<file path="src/rtl/tetris_sequencer.sv">
// Game-phase sequencer for a 4x8 falling-block game.
// It tracks the game phase, picks the next piece from an LFSR, generates gravity
// strobes, and counts cleared rows and score.
// Optional build macro TETRIS_PAUSE_EN: when defined, pause=1 freezes the MOVE phase.
module tetris_sequencer #(
   parameter int unsigned DROP_DIV = 16
) (
   input  logic        clka,
   input  logic        restart_n,
   input  logic        start,
   input  logic        landed,
   input  logic        error,
   input  logic [31:0] board_in,
   input  logic        pause,
   output logic [2:0]  state,
   output logic [1:0]  curr_piece,
   output logic        drop_pulse,
   output logic [7:0]  lines,
   output logic [9:0]  score,
   output logic        game_over
);

   localparam int unsigned CNT_W     = 8;
   localparam int unsigned LINES_W   = 8;
   localparam int unsigned SCORE_W   = 10;
   localparam int unsigned ROWS      = 8;
   localparam logic [CNT_W-1:0] DIV  = CNT_W'(DROP_DIV);
   localparam logic [7:0]  LFSR_SEED = 8'hA5;

   typedef enum logic [2:0] {
      GEN      = 3'd0,
      MOVE     = 3'd1,
      CLEAR    = 3'd2,
      NEWBOARD = 3'd4,
      OVER     = 3'd5
   } state_t;

   state_t             state_q, state_n;
   logic [1:0]         sync_q;
   logic               run_c;
   logic [7:0]         lfsr_q, lfsr_n;
   logic [1:0]         piece_q, piece_n;
   logic               pulse_q, pulse_n;
   logic [LINES_W-1:0] lines_q, lines_n;
   logic [SCORE_W-1:0] score_q, score_n;
   logic               over_q, over_n;
   logic [CNT_W-1:0]   drop_q, drop_n;
   logic               gen_q, gen_n;
   logic [2:0]         clr_q, clr_n;
   logic               first_q, first_n;

   logic [ROWS-1:0]    full_c;
   logic [2:0]         hi_c;
   logic               any_full_c;
   logic               two_c;
   logic [LINES_W:0]   lines_sum_c;
   logic [SCORE_W:0]   score_sum_c;
   logic               paused_c;

`ifdef TETRIS_PAUSE_EN
   assign paused_c = pause && (state_q == MOVE);
`else
   logic unused_pause;
   assign unused_pause = pause;
   assign paused_c     = 1'b0;
`endif

   // Reset release synchronizer; logic runs once the release has crossed two flops.
   always_ff @(posedge clka or negedge restart_n) begin
      if (!restart_n) sync_q <= 2'b00;
      else            sync_q <= {sync_q[0], 1'b1};
   end

   assign run_c = sync_q[1];

   // Full-row detection and the size of the clear taken this cycle.
   always_comb begin
      full_c      = '0;
      hi_c        = 3'd0;
      any_full_c  = 1'b0;
      two_c       = 1'b0;
      for (int r = 0; r < ROWS; r++) begin
         full_c[r] = (board_in[4*r +: 4] == 4'hF);
         if (full_c[r]) begin
            hi_c       = 3'(r);
            any_full_c = 1'b1;
         end
      end
      if (any_full_c && (hi_c != 3'd0)) two_c = full_c[hi_c - 3'd1];
      lines_sum_c = {1'b0, lines_q} + (two_c ? 9'd2 : 9'd1);
      score_sum_c = {1'b0, score_q} + (two_c ? 11'd3 : 11'd1);
   end

   // Phase register and all registered outputs.
   always_ff @(posedge clka or negedge restart_n) begin
      if (!restart_n) begin
         state_q <= NEWBOARD;
         lfsr_q  <= LFSR_SEED;
         piece_q <= 2'd0;
         pulse_q <= 1'b0;
         lines_q <= '0;
         score_q <= '0;
         over_q  <= 1'b0;
         drop_q  <= '0;
         gen_q   <= 1'b0;
         clr_q   <= 3'd0;
         first_q <= 1'b0;
      end else if (run_c) begin
         state_q <= state_n;
         lfsr_q  <= lfsr_n;
         piece_q <= piece_n;
         pulse_q <= pulse_n;
         lines_q <= lines_n;
         score_q <= score_n;
         over_q  <= over_n;
         drop_q  <= drop_n;
         gen_q   <= gen_n;
         clr_q   <= clr_n;
         first_q <= first_n;
      end
   end

   // Next-phase, counter and output decode.
   always_comb begin
      state_n = state_q;
      lfsr_n  = {lfsr_q[6:0], lfsr_q[7] ^ lfsr_q[5] ^ lfsr_q[4] ^ lfsr_q[3]};
      piece_n = piece_q;
      pulse_n = 1'b0;
      lines_n = lines_q;
      score_n = score_q;
      drop_n  = drop_q;
      gen_n   = gen_q;
      clr_n   = clr_q;
      first_n = first_q;

      case (state_q)
         NEWBOARD: if (start) state_n = GEN;
         GEN: begin
            if (gen_q) state_n = MOVE;
            else       gen_n   = 1'b1;
         end
         MOVE: begin
            if (!paused_c) begin
               first_n = 1'b0;
               if (first_q && error) begin
                  state_n = OVER;
               end else if (landed) begin
                  state_n = CLEAR;
               end else begin
                  drop_n  = (drop_q == DIV) ? CNT_W'(1) : drop_q + CNT_W'(1);
                  pulse_n = (drop_n == DIV);
               end
            end
         end
         CLEAR: begin
            if (any_full_c) begin
               lines_n = (lines_sum_c > 9'd255) ? 8'd255 : lines_sum_c[LINES_W-1:0];
               score_n = (score_sum_c > 11'd1023) ? 10'd1023 : score_sum_c[SCORE_W-1:0];
            end
            if (!any_full_c || (clr_q == 3'd7)) state_n = GEN;
            else                                 clr_n   = clr_q + 3'd1;
         end
         OVER:    if (start) state_n = NEWBOARD;
         default: state_n = NEWBOARD;
      endcase

      // Entry actions; drop_q holds the 1-based index of the current MOVE cycle.
      if (state_n != state_q) begin
         case (state_n)
            GEN: begin
               gen_n   = 1'b0;
               piece_n = lfsr_q[1:0];
            end
            MOVE: begin
               drop_n  = CNT_W'(1);
               first_n = 1'b1;
            end
            CLEAR: clr_n = 3'd0;
            NEWBOARD: begin
               lines_n = '0;
               score_n = '0;
            end
            default: ;
         endcase
      end
      over_n = (state_n == OVER);
   end

   assign state      = state_q;
   assign curr_piece = piece_q;
   assign drop_pulse = pulse_q;
   assign lines      = lines_q;
   assign score      = score_q;
   assign game_over  = over_q;

endmodule

</file>
<file path="config.mk">
export PLATFORM = sky130hd
export DESIGN_NAME = tetris_sequencer
export DESIGN_NICKNAME = d
export VERILOG_FILES = /design/src/rtl/tetris_sequencer.sv
export SDC_FILE = /design/constraint.sdc
export NUM_CORES = 1
export LEC_CHECK = 0
export ABC_AREA = 1
export CELL_PAD_IN_SITES_DETAIL_PLACEMENT = 0
export CELL_PAD_IN_SITES_GLOBAL_PLACEMENT = 1
export CORE_MARGIN = 3
export CORE_UTILIZATION = 37
export CTS_CLUSTER_SIZE = 10
export DETAILED_ROUTE_END_ITERATION = 12
export HOLD_SLACK_MARGIN = 0.05
export PLACE_DENSITY_LB_ADDON = 0.05
export SETUP_SLACK_MARGIN = 0.02
export SYNTH_ARGS = -nofsm -noshare
export SYNTH_HDL_FRONTEND = slang
export SYNTH_SLANG_ARGS = --single-unit
</file>
<file path="constraint.sdc">
create_clock -name clka -period 2 [get_ports clka]
set_input_delay 0.5 -clock clka [delete_from_list [all_inputs] [get_ports clka]]
set_output_delay 0.5 -clock clka [all_outputs]
set_load 0.03 [all_outputs]
</file>
==> results of run 1 <==
==> logic make-up after synthesis <==
| logic type | count (synthesis) | share of synthesized area (%) |
|---|---|---|
| flip-flops | 48 | 36.31 |
| other | 1 | 0.1128 |
| multiplexers | 1 | 0.3010 |
| AND/OR/NAND/NOR | 246 | 31.68 |
| adder cells (fa/ha/maj) | 13 | 5.342 |
| buffers and inverters | 83 | 10.01 |
| AO/OA/AOI/OAI | 80 | 13.88 |
| XOR/XNOR | 9 | 2.370 |
==> worst max-delay path, delay by kind of cell <==
family | cells | cell delay, ns
AND/OR/NAND/NOR | 22 | 1.79
buffers and inverters | 5 | 0.51
adder cells (fa/ha/maj) | 1 | 0.40
AO/OA/AOI/OAI | 1 | 0.11
==> what timing repair did <==
| action | CTS | global route |
|---|---|---|
| pin swaps | 45 | 43 |
| gates resized for setup | 116 | 66 |
| endpoints found under the setup margin | 32 | 30 |
| buffers inserted | 6 | 8 |
==> cell usage in the layout (no fill, tap or decap), drive strengths merged, types with 6 or more instances in the layout <==
cell type,Yosys,layout
dfrtp,43,43
nand4,9,9
o22ai,14,14
clkdlybuf4s15,0,6
buf,5,73
dlymetal6s2s,0,10
nand3,32,32
clkdlybuf4s50,0,12
dlygate4sd2,0,18
inv,71,72
o21ai,48,48
ha,11,11
nand2,159,159
a21oi,11,11
nor2,38,38
==> power groups by stage <==
stage	registers, W	logic [W]	clock network (W)
floorplan	0.00193	0.00142	0
CTS	0.00163	0.00284	0.000903
global placement	0.00164	0.00279	0
detailed placement	0.00165	0.00282	0
finish	0.00164	0.00299	0.000870
global route	0.00170	0.00333	0.000932
==> stage by stage <==
stage	utilization (%)	cell area [um2]	power [W]	TNS, ns	instances
floorplan	-	3472	0.003350	-16.17	481
global placement	53.54	4532	0.004431	-32.91	682
detailed placement	53.54	4532	0.004469	-33.92	682
CTS	56.27	4763	0.005366	-18.40	696
global route	59.66	5050	0.005968	-21.42	702
finish	59.66	5050	0.005508	-17.48	702
==> cell usage after synthesis (all sizes together), types with 2 or more instances <==
| library cell | instances | share of area, % |
|---|---|---|
| nand2 | 159 | 18 |
| inv | 71 | 8.1 |
| o21ai | 48 | 7.9 |
| dfrtp | 43 | 32 |
| nor2 | 38 | 4.6 |
| nand3 | 32 | 5.0 |
| o22ai | 14 | 2.8 |
| a21oi | 11 | 1.7 |
| ha | 11 | 4.1 |
| nand4 | 9 | 1.9 |
| clkbuf | 6 | 0.68 |
| buf | 5 | 1.1 |
| dfstp | 5 | 4.0 |
| nor3 | 5 | 1.2 |
| xor2 | 5 | 1.3 |
| xnor2 | 4 | 1.1 |
| a31oi | 2 | 0.38 |
| fa | 2 | 1.2 |
| o21a | 2 | 0.45 |
| o31ai | 2 | 0.45 |
==> metal layers <==
layer,routed length [um],up-vias,share of wire (%),global-route usage (%)
met5,0,-,0,0
met4,76,0,0.87,4.249
met3,318,9,3.6,3.529
met2,4185,59,48,30.33
met1,4203,1569,48,24.43
li1,-,1768,-,-
==> cell type report <==
class                           instances  area [um2]  share of cell area, %
Clock buffer                            5       68.82                  1.363
Inverter                               72       275.3                  5.451
Timing Repair Buffer                  119        1087                  21.53
Sequential cell                        48        1207                  23.91
Tap cell                              105       131.4                  2.602
Multi-Input combinational cell        350        2211                  43.78
Clock inverter                          3       68.82                  1.363
==> registers in the layout, summed over array words and instances, names as in the netlist, 2 cells and up <==
name / count
state: 3
lines: 8
curr_piece: 2
lfsr_q: 8
drop_q: 8
clr_q: 3
sync_q: 2
score: 10
==> worst max-delay path by stage <==
stage                       startpoint  endpoint  slack [ns]  depth (start not counted)
after CTS                 board_in[11]  score[2]       -1.17                         30
after global placement     board_in[6]  score[3]       -1.83                         29
final                     board_in[14]  score[4]       -1.08                         29
after floorplan            board_in[9]  score[0]       -1.06                         31
after detailed placement   board_in[7]  score[1]       -1.87                         30
after global routing      board_in[14]  score[4]       -1.34                         29
==> impl_metrics.json, run 1 <==
{
  "status": "complete, but fails checks",
  "violated_checks": "negative setup slack",
  "synth-edff-count": 0,
  "routed_wl_um": 8784,
  "clock_sink_count": 48,
  "root_buffer": "clkbuf_8",
  "worst_setup_path_end_kind": "flip-flop",
  "netlist-cell-type-count": 40,
  "cts_tree": "done",
  "max-clock-path-buffers": 2,
  "grt_pass1_vias": 3294,
  "synth_seq_cells": 48,
  "clock_tree.htree_level_count": 2,
  "grt_remaining_overflow": 0,
  "power.share.sequential_pct": 29.9,
  "synth_fp_nets": 532,
  "global_route.usage.total_pct": 18.22,
  "vias": 3405,
  "initial_core_util_pct": 39.29,
  "clock.fmax_ghz": 0.3246,
  "synth-main-ff-cell": "dfrtp_1",
  "pwr-share-comb_pct": 54.3,
  "ir_drop_mv": 0.6723,
  "period_needed_ns": 3.081,
  "grt_antenna_before_repair": 0,
  "globalplace.congestion": 0.8530,
  "internal_power_w": 0.003067,
  "post-route-period-util_pct": 154.0,
  "cts_buffers": 5,
  "post_drt_antenna_nets": 0,
  "sw_frac_of_total_pct": 44.32,
  "crit_path_kind": "primary input to flip-flop",
  "netSwitchingPower_w": 0.002441,
  "grt_first_pass_wirelength_um": 15040,
  "flow.area_growth_from_synthesis_pct": 51.84,
  "crit-reg2reg-launch": "score[1]",
  "fp-row-count": 33,
  "finalHoldWorstSlack_ns": 0.08732,
  "syn-cell-area_um2": 3326,
  "kind_of_start_point_of_the_critical_path": "primary input",
  "wl_per_cell_um": 12.51,
  "final_nets": 647,
  "die_w_um": 100.8,
  "grt_max_degree": 26,
  "cellLeakagePower_nw": 2.681,
  "hpwl_um": 6432,
  "worstRegToRegCells": 14,
  "power.share.clock_pct": 15.8,
  "power_density_nw_per_um2": 1091,
  "path_common_cell": "nand2_2",
  "port_buffers": 61,
  "first_pass_iters": 4,
  "final-setup-viol-count": 18,
  "drc": 0,
  "drt_first_iter_violations": 126,
  "height_of_the_die_um": 100.8,
  "num_antenna_cells": 0,
  "clock_insertion_delay_worst_skew_ns": 0.31,
  "io-pin-count": 63,
  "finalWorstSetupSlack_ns": -1.081,
  "path_max_fanout": 8,
  "die_area_um2": 10160,
  "worst-endpoint-arrival_ns": 3.32,
  "regToRegSetupSlack_ns": 0.01,
  "slew_viol_final": 0,
  "floorplan.core_area_um2": 8464,
  "crit-reg2reg-capture": "score[4]",
  "hold_violations": 0,
  "library_cell_contributing_the_largest_single_delay_on_the_critical_path": "fa_2",
  "dp_slack_ns": -1.866,
  "fraction_of_layout_instances_using_a_drive_strength_above_1_pct": 32.50,
  "vias_per_cell": 4.850,
  "clock_skew_ns": 0.01065,
  "worst-endpoint-required_ns": 2.24,
  "clkTransAtPathRegs_ns": 0.10,
  "min_path_type": "primary input to async pin",
  "ys_async_sr_fraction_pct": 100.0,
  "hold_buffers": 0,
  "max_stage_delay_ns": 0.40,
  "timing.max_cap.violations": 0,
  "synth_seq_area_share_pct": 36.31,
  "n_fill_cell": 776,
  "unrepaired_setup_endpoints_after_global_routing": "true",
  "ys.warnings.count": 0,
  "syn_avg_cell_area_um2": 6.914,
  "syn-instance-count": 481
}
(Power assumes the default switching activity.)
==> run 2: changes to the inputs <==
--- a/config.mk
+++ b/config.mk
@@ -8,7 +8,6 @@
 export ABC_AREA = 1
 export CELL_PAD_IN_SITES_DETAIL_PLACEMENT = 0
 export CELL_PAD_IN_SITES_GLOBAL_PLACEMENT = 1
-export CORE_MARGIN = 3
 export CORE_UTILIZATION = 37
 export CTS_CLUSTER_SIZE = 10
 export DETAILED_ROUTE_END_ITERATION = 12
==> constraint.sdc (replaced) <==
create_clock -name clka -period 2 [get_ports clka]
set_input_delay 0.5 -clock clka [delete_from_list [all_inputs] [get_ports clka]]
set_output_delay 0.5 -clock clka [all_outputs]
set_load 0.05 [all_outputs]
==> run 2 against run 1 <==
Against the previous run: the flow still finishes with violations (negative setup slack); critical endpoint is now score[1]; global-route usage grew 1.4 points; clock skew increased by 0.0023 ns; flip-flop and latch count is the same.
==> impl_metrics.json, run 2 (synthesis results as in run 1) <==
{
  "routed_wl_um": 8912,
  "vias": 3467,
  "fraction_of_layout_instances_using_a_drive_strength_above_1_pct": 38.73,
  "die_area_um2": 9371,
  "n_fill_cell": 797,
  "max_stage_delay_ns": 0.40,
  "clkTransAtPathRegs_ns": 0.10,
  "worst-endpoint-arrival_ns": 3.28,
  "regToRegSetupSlack_ns": 0,
  "drc": 0,
  "grt_remaining_overflow": 0,
  "floorplan.core_area_um2": 8721,
  "number_of_flip_flops_under_the_largest_register_name": 10,
  "path_common_cell": "nand2_2",
  "slew_viol_final": 0,
  "num_antenna_cells": 0,
  "grt_pass1_vias": 3394,
  "height_of_the_die_um": 96.81,
  "worstRegToRegCells": 14,
  "unrepaired_setup_endpoints_after_global_routing": "true",
  "period_needed_ns": 3.047,
  "met3WireLength_um": 251,
  "hold_violations": 0,
  "flow.area_growth_from_synthesis_pct": 52.22,
  "clock_skew_ns": 0.01295,
  "violated_checks": "negative setup slack",
  "final_nets": 662,
  "setup_tns_ns": -17.53,
  "clock.fmax_ghz": 0.3282,
  "ir_drop_mv": 0.6291,
  "post_drt_antenna_nets": 0,
  "vias_per_cell": 4.815,
  "grt_antenna_before_repair": 0,
  "layout_commonest_cell": "nand2_1",
  "met2RoutedLength_um": 4494,
  "globalplace.congestion": 0.8194,
  "hold_buffers": 0,
  "clock_insertion_delay_worst_skew_ns": 0.30,
  "worst-endpoint-required_ns": 2.23,
  "cts_tree": "done",
  "max-clock-path-buffers": 2,
  "fp-row-count": 34,
  "timing.max_cap.violations": 0,
  "path_max_fanout": 8,
  "dp_slack_ns": -1.855,
  "clock_sink_count": 48,
  "io-pin-count": 63,
  "global_route.usage.total_pct": 19.57,
  "grt_max_degree": 37,
  "crit-reg2reg-capture": "score[1]",
  "library_cell_contributing_the_largest_single_delay_on_the_critical_path": "fa_2",
  "layout_common_cells": "123 x nand2_1, 86 x buf_4, 59 x inv_1, 43 x dfrtp_1, 27 x nor2_1",
  "crit-reg2reg-launch": "score[1]",
  "initial_core_util_pct": 38.13,
  "die_w_um": 96.81,
  "detail_route.wirelength.met1_um": 4104,
  "worst_setup_path_end_kind": "flip-flop",
  "status": "complete, but fails checks",
  "drt_first_iter_violations": 79,
  "wl_per_cell_um": 12.38,
  "routed.top_layer": "met4",
  "grt_first_pass_wirelength_um": 15390,
  "kind_of_start_point_of_the_critical_path": "primary input",
  "post-route-period-util_pct": 152.4,
  "cpLargestDelayFamily": "simple AND/OR/NAND/NOR gates",
  "min_path_type": "primary input to async pin",
  "register_area_um2": 1207,
  "cts_buffers": 5,
  "power_density_nw_per_um2": 1130,
  "hpwl_um": 6292,
  "report.power.total_w": 0.005720,
  "worst_path_buf_inv": 6,
  "multi_input_area_um2": 2212,
  "final-setup-viol-count": 18,
  "crit_path_kind": "primary input to flip-flop",
  "port_buffers": 61,
  "finalWorstSetupSlack_ns": -1.047,
  "worst-path-stages": 32,
  "root_buffer": "clkbuf_8",
  "clock_tree.htree_level_count": 2,
  "first_pass_iters": 4,
  "cellLeakagePower_nw": 2.548
}
[run 2: changes by cell type in the layout (fill, tap and decap cells not counted), sizes merged, moves of 2 or more]
cell           before  now
clkdlybuf4s50      12    7
buf                73  115
clkbuf              5   10
dlymetal6s2s       10    0
dlygate4sd2        18    4
clkdlybuf4s15       6    4
[run 2: worst max path at each step]
| stage | startpoint | end |
|---|---|---|
| after floorplan | board_in[9] | score[0] |
| after global placement | board_in[6] | score[0] |
| after detailed placement | board_in[6] | score[1] |
| after CTS | board_in[11] | score[1] |
| after global routing | board_in[11] | score[1] |
| final | board_in[11] | score[1] |
[run 2: per-stage QoR]
stage                     instances  utilization [%]  instance area, um2  hold WS (ns)
final                           720            58.05                5062        0.1079
after global routing            720            58.05                5062        0.1235
after CTS                       712            55.08                4803        0.1142
after detailed placement        685            51.31                4474        0.3347
after global placement          685            51.31                4474        0.3370
after floorplan                 481                -                3473        0.2044
[run 2: layout make-up]
| cell class | count | share of cell area, % |
|---|---|---|
| flip-flops and latches | 48 | 23.85 |
| clock inverters | 2 | 0.7662 |
| well taps | 108 | 2.669 |
| multi-input cells | 350 | 43.70 |
| repair buffers | 134 | 21.95 |
| clock buffers | 6 | 1.631 |
| inverters | 72 | 5.437 |
[run 2: routing by layer]
metal	track usage, %	up-vias
met5	0	-
li1	-	1803
met2	33.75	46
met4	3.674	0
met3	3.179	5
met1	25.97	1613
[run 2: timing repair]
item | 4_1_cts | 5_1_grt
setup buffers | 21 | 9
endpoints found under the hold margin | 0 | 0
setup endpoints to repair | 24 | 22
gates resized for setup | 107 | 66
pin swaps | 55 | 45
[run 2: power by group]
part	leakage, nW	internal (W)	switching [W]
logic	1.86	0.00133	0.00198
clock network	0.0614	0.000409	0.000349
registers	0.623	0.00126	0.000389
[run 2: worst reg2reg max path, stage by stage (launching register included)]
cell and delay [ns]:
dfrtp_1 0.47, fa_2 0.42, nand2_4 0.10, inv_1 0.05, nand2_2 0.08, nand2_1 0.08, nor2_1 0.08, nand2_1 0.05
nor2_1 0.09, nand3_1 0.08, nand2_2 0.09, nand2_4 0.10, nand2_2 0.08, nand2_2 0.05, o21ai_2 0.09
